<file path="src/rtl/uart_rx.sv">
// -----------------------------------------------------------------------------
// uart_rx
//   Receives 8-bit characters from an asynchronous serial line. The frame is
//   idle-high, start bit 0, eight data bits LSB first, one parity bit and one
//   stop bit (1). The raw line is brought into the clock domain by a two-flop
//   synchronizer (rx_s) before any use.
//
// Parameters
//   CLK_FREQUENCY  system clock frequency in Hz
//   BAUD_RATE      serial bit rate; BIT_CYCLES = CLK_FREQUENCY / BAUD_RATE
//   PARITY         1 = odd parity, 0 = even parity
//
// Ports
//   clk           in   system clock, all logic on posedge
//   rst_n         in   synchronous active-low reset; aborts any frame
//   rx_in         in   raw asynchronous serial line (idle high)
//   dout          out  last received character, held until the next frame
//   data_strobe   out  one-cycle pulse: dout / parity_error / frame_error
//                      were just updated
//   parity_error  out  1 = parity of the last strobed frame was wrong
//   frame_error   out  1 = stop bit of the last strobed frame sampled low
//   busy          out  high from start-bit detection until the cycle after
//                      the strobe (or until a glitch abort)
//   dbg_state_o   out  current FSM state encoding (debug / checker binding)
//
// Handshake
//   data_strobe is a pure one-cycle valid with no ready. The consumer must
//   capture dout on the strobe cycle; the next frame overwrites it.
// -----------------------------------------------------------------------------
module uart_rx #(
  parameter int CLK_FREQUENCY = 100_000_000,
  parameter int BAUD_RATE     = 19_200,
  parameter bit PARITY        = 1'b1
) (
  input  logic       clk,
  input  logic       rst_n,
  input  logic       rx_in,
  output logic [7:0] dout,
  output logic       data_strobe,
  output logic       parity_error,
  output logic       frame_error,
  output logic       busy,
  output logic [2:0] dbg_state_o
);

  localparam int BIT_CYCLES = CLK_FREQUENCY / BAUD_RATE;
  localparam int HALF       = BIT_CYCLES / 2;
  localparam int TW         = $clog2(BIT_CYCLES + 1);

  localparam logic [TW-1:0] BIT_LAST  = TW'(BIT_CYCLES - 1);
  localparam logic [TW-1:0] HALF_LAST = TW'(HALF - 1);

  typedef enum logic [2:0] {
    S_IDLE   = 3'd0,
    S_START  = 3'd1,
    S_DATA   = 3'd2,
    S_PARITY = 3'd3,
    S_STOP   = 3'd4
  } state_e;

  // Synchronizer
  logic sync1_q;
  logic rx_s_q;

  // FSM and datapath
  state_e        state_q,  state_d;
  logic [TW-1:0] timer_q,  timer_d;
  logic [2:0]    bitcnt_q, bitcnt_d;
  logic [7:0]    shift_q,  shift_d;
  logic          par_q,    par_d;
  logic [7:0]    dout_q,   dout_d;
  logic          pe_q,     pe_d;
  logic          fe_q,     fe_d;
  logic          strobe_q, strobe_d;

  logic bit_done;
  logic half_done;

  assign bit_done  = (timer_q == BIT_LAST);
  assign half_done = (timer_q == HALF_LAST);

  // ---------------------------------------------------------------------------
  // State register (also holds synchronizer and datapath registers).
  // Synchronizer flops reset to 1 so a reset never looks like a start bit.
  // ---------------------------------------------------------------------------
  always_ff @(posedge clk) begin
    if (!rst_n) begin
      sync1_q  <= 1'b1;
      rx_s_q   <= 1'b1;
      state_q  <= S_IDLE;
      timer_q  <= '0;
      bitcnt_q <= '0;
      shift_q  <= '0;
      par_q    <= 1'b0;
      dout_q   <= '0;
      pe_q     <= 1'b0;
      fe_q     <= 1'b0;
      strobe_q <= 1'b0;
    end else begin
      sync1_q  <= rx_in;
      rx_s_q   <= sync1_q;
      state_q  <= state_d;
      timer_q  <= timer_d;
      bitcnt_q <= bitcnt_d;
      shift_q  <= shift_d;
      par_q    <= par_d;
      dout_q   <= dout_d;
      pe_q     <= pe_d;
      fe_q     <= fe_d;
      strobe_q <= strobe_d;
    end
  end

  // ---------------------------------------------------------------------------
  // Next-state logic.
  // The START state waits half a bit so every later sample, taken one full
  // bit period apart, lands at the centre of its bit.
  // ---------------------------------------------------------------------------
  always_comb begin
    state_d  = state_q;
    timer_d  = timer_q;
    bitcnt_d = bitcnt_q;
    shift_d  = shift_q;
    par_d    = par_q;
    dout_d   = dout_q;
    pe_d     = pe_q;
    fe_d     = fe_q;
    strobe_d = 1'b0;

    case (state_q)
      S_IDLE: begin
        timer_d = '0;
        if (!rx_s_q) begin
          state_d = S_START;
        end
      end

      S_START: begin
        if (half_done) begin
          timer_d  = '0;
          bitcnt_d = '0;
          // Line back high at mid start bit: treat as a glitch and re-arm.
          state_d  = rx_s_q ? S_IDLE : S_DATA;
        end else begin
          timer_d = timer_q + TW'(1);
        end
      end

      S_DATA: begin
        if (bit_done) begin
          timer_d = '0;
          // LSB arrives first, so shift in at the MSB and move right.
          shift_d = {rx_s_q, shift_q[7:1]};
          if (bitcnt_q == 3'd7) begin
            state_d = S_PARITY;
          end else begin
            bitcnt_d = bitcnt_q + 3'd1;
          end
        end else begin
          timer_d = timer_q + TW'(1);
        end
      end

      S_PARITY: begin
        if (bit_done) begin
          timer_d = '0;
          par_d   = rx_s_q;
          state_d = S_STOP;
        end else begin
          timer_d = timer_q + TW'(1);
        end
      end

      S_STOP: begin
        if (bit_done) begin
          // Sampled mid stop bit: publish the frame and re-arm immediately so
          // a following start edge half a bit later is not missed.
          timer_d  = '0;
          dout_d   = shift_q;
          pe_d     = ((^{shift_q, par_q}) != PARITY);
          fe_d     = ~rx_s_q;
          strobe_d = 1'b1;
          state_d  = S_IDLE;
        end else begin
          timer_d = timer_q + TW'(1);
        end
      end

      default: begin
        state_d = S_IDLE;
        timer_d = '0;
      end
    endcase
  end

  // ---------------------------------------------------------------------------
  // Outputs.
  // The strobe is registered, so it is high in the first IDLE cycle; busy is
  // stretched over that cycle so it drops the cycle after the strobe.
  // ---------------------------------------------------------------------------
  always_comb begin
    dout         = dout_q;
    data_strobe  = strobe_q;
    parity_error = pe_q;
    frame_error  = fe_q;
    busy         = (state_q != S_IDLE) || strobe_q;
    dbg_state_o  = state_q;
  end

endmodule

</file>
<file path="config.mk">
export PLATFORM = sky130hd
export DESIGN_NAME = uart_rx
export DESIGN_NICKNAME = d
export VERILOG_FILES = /design/src/rtl/uart_rx.sv
export SDC_FILE = /design/constraint.sdc
export NUM_CORES = 1
export LEC_CHECK = 0
export ABC_AREA = 1
export CORE_MARGIN = 2
export CORE_UTILIZATION = 45
export CTS_BUF_LIST = sky130_fd_sc_hd__clkbuf_4 sky130_fd_sc_hd__clkbuf_8
export DETAILED_ROUTE_END_ITERATION = 12
export PLACE_DENSITY_LB_ADDON = 0.05
export SETUP_SLACK_MARGIN = 0.15
export SLEW_MARGIN = 20
export SYNTH_ARGS = -nofsm -noshare
export SYNTH_HDL_FRONTEND = slang
export SYNTH_SLANG_ARGS = --single-unit
</file>
<file path="constraint.sdc">
create_clock -name clk -period 1.3 [get_ports clk]
set_input_delay 0.26 -clock clk [delete_from_list [all_inputs] [get_ports clk]]
set_output_delay 0.26 -clock clk [all_outputs]
set_load 0.005 [all_outputs]
</file>
==> metrics <==
largest area contributor in the netlist=dfxtp_1; Syn Area/Cell=6.88 um2; core area=0.00438 mm2; commonest cells in the netlist=nand2_1 (82), dfxtp_1 (41), nor2_1 (40); Worst path slowest cell=dfxtp_2; latest clock arrival within the worst-skew pair=about 0.28 ns; fin. max-slew vios=0; slowest stage delay, CP=around 0.36 ns; unrepaired setup endpoints after global routing=yes; Synth Register Bits=41; DRT Pass-1 Iters=4; CTS tree=yes; Max Buffers Root-to-Sink=2; I/O pin cnt=18; Post-Syn Nets=305; Pwr Total=4.08 mW; PD cells=1330 mW/mm2; MaxCap Viol Count=0; Worst Path Required=around 1.5 ns; Nets=about 380; Post-DRT Antenna Nets=0; first-pass GRT wire length=8.74 mm; Root Buffer=clkbuf_8; critical path class=register to register; synthesized area=0.00206 mm2; initial antenna violation count=0; layout cells sized above 1=0.399; FF-to-FF path depth=10; Vias=2062; Synth Warn #=0; dpl hpwl=around 3.4 mm; Critical Path Sink Type=register; vias per cell=4.80; area delta synth->final=49.4%; crit path max fanout=8; crit share post-route=1.17; maximum number of pins on one net before global-route repair=21; die area=0.00513 mm2; chip height=71.6 um; Hold/Removal Path Class=input port to register; Initial DRC Count=95; Fillers=~400; final WL=5.01 mm; ant diodes=0; Num CTS Buffers=5; final core utilization=0.701; failing checks=setup timing; Post-synth EDFFs=0; vias in the first global route=2015; WHS Path Cells=3; crit path cell chain=ha_4 > nand2_4 > inv_2 > nand2_2 > nor2_4 > nand2_2 > nor2_4 > buf_12 > buf_16 > a21oi_2; most frequent cell after synthesis=nand2_1; cells after synthesis=~300; Min Clock Period, post-route=~1.5 ns; main flop type after synthesis=dfxtp_1; # H-tree levels=2; Cell variety after synth=27; PortBufs=17; sequential element share of the synthesized area=0.399; outcome=finished, violations left; Final Hold Vio Count=0; CTS sink count=41; crit path DAT=1.70 ns; Async SR Flop Fraction=0; Starting Density=0.469; Die Wd=71.6 um; Max transition margin=0.788; drt drc=0; worst slew pin tran=0.317 ns; GR Overflow Total=0; top cell type's share of synthesized area=0.399; VDD IR max=~650 uV; final setup fails=39; gp weighted congestion=about 0.76; Worst-path clk slew=0.08 ns; Rows=24; worst slack at placement=-0.196 ns; ranking of synthesized cells by area=dfxtp_1 (40%), nand2_1 (15%), nor2_1 (7.3%); Leakage=1.41 nW; CP Launch Type=register; Achievable Freq=between 600 and 700 MHz; WL/cell=between 10 and 15 um; final worst slack=-0.227 ns; Total GRT Usage=0.211; clk_skew=0.00701 ns
==> layout make-up <==
type / instances / area [um2] / share of cell area
tap: 52 / 65.1 / 0.0212
inverter: 40 / 158 / 0.0513
timing repair inverter: 1 / 6.26 / 0.00203
timing repair buffer: 75 / 657 / 0.214
clock buffer: 7 / 96.3 / 0.0313
multi-input combinational: 213 / 1240 / 0.405
clock inverter: 1 / 5.00 / 0.00163
sequential: 41 / 843 / 0.274
==> worst max-delay path: cells and delay by family, from the launching register on <==
kind            cells  cell delay [ns]
buf+inv             3             0.31
flops               1             0.36
fa+ha+maj           1             0.16
compound gates      1             0.05
simple gates        5             0.55
==> layer usage <==
metal | up-vias | wire length [um] | GRT usage
li1 | 1089 | - | -
met1 | 934 | 2360 | 0.279
met2 | 35 | 2460 | 0.365
met3 | 4 | 165 | 0.0338
met4 | 0 | 26 | 0.0440
met5 | - | 0 | 0
==> through the flow <==
| step | instances | instance area [um2] | TNS, ns | hold WS, ns |
|---|---|---|---|---|
| global placement | 410 | 2710 | -4.46 | 0.395 |
| CTS | 427 | 2970 | -4.96 | 0.425 |
| detailed placement | 410 | 2710 | -5.61 | 0.406 |
| global route | 430 | 3080 | -8.77 | 0.381 |
| finish | 430 | 3080 | -4.98 | 0.360 |
| floorplan | 299 | 2140 | -0.473 | 0.367 |
==> path summary, 6_finish.rpt <==
check	from	end	slack, ns
worst max-delay path	timer_q[1]	shift_q[2]	-0.23
worst min-delay path	rst_n	parity_error	0.36
worst max register to register	timer_q[1]	shift_q[2]	-0.23
worst min register to register	sync1_q	rx_s_q	0.42
==> state kept, by name, summed over array words and instances (netlist names) <==
signal / flops
dout: 8
sync1_q: 1
parity_error: 1
shift_q: 8
bitcnt_q: 3
rx_s_q: 1
frame_error: 1
timer_q: 13
par_q: 1
dbg_state_o: 3
data_strobe: 1
==> cell usage in the layout (no fill, tap or decap), types with 3 or more instances in the layout <==
cell type,n
nand2_1,75
buf_4,51
inv_1,34
nor2_1,33
dfxtp_1,27
nor2_2,14
a21oi_2,13
dfxtp_2,12
nand3_1,11
o21ai_0,9
nand2_2,8
o21ai_1,8
clkbuf_8,7
xor2_1,6
clkdlybuf4s15_1,6
nor2_4,5
dlygate4sd2_1,5
inv_2,4
o21ai_2,4
buf_6,4
a21oi_1,3
nand3_4,3
nor3_1,3
xnor2_1,3
ha_4,3
buf_12,3
==> report_power, final <==
part           switching (mW)  internal (mW)  total [mW]
sequential              0.112           1.37        1.49
combinational           0.875          0.815        1.69
clock                   0.424          0.480       0.904
==> repair_timing <==
| action | 4_1_cts | 5_1_grt |
|---|---|---|
| gates cloned | 2 | 0 |
| pin swaps | 13 | 15 |
| setup endpoints to repair | 54 | 50 |
| buffers inserted | 7 | 3 |
| hold endpoints to repair | 0 | 0 |
| hold buffers | 0 | 0 |
| resized for setup | 50 | 40 |
==> kinds of logic after synthesis <==
group | Yosys count | share of synthesized area
simple gates | 162 | 0.347
buf+inv | 45 | 0.0942
flops | 41 | 0.399
compound gates | 39 | 0.104
xor+xnor | 9 | 0.0383
fa+ha+maj | 3 | 0.0182
No activity file was read; power rests on OpenSTA's default activity.
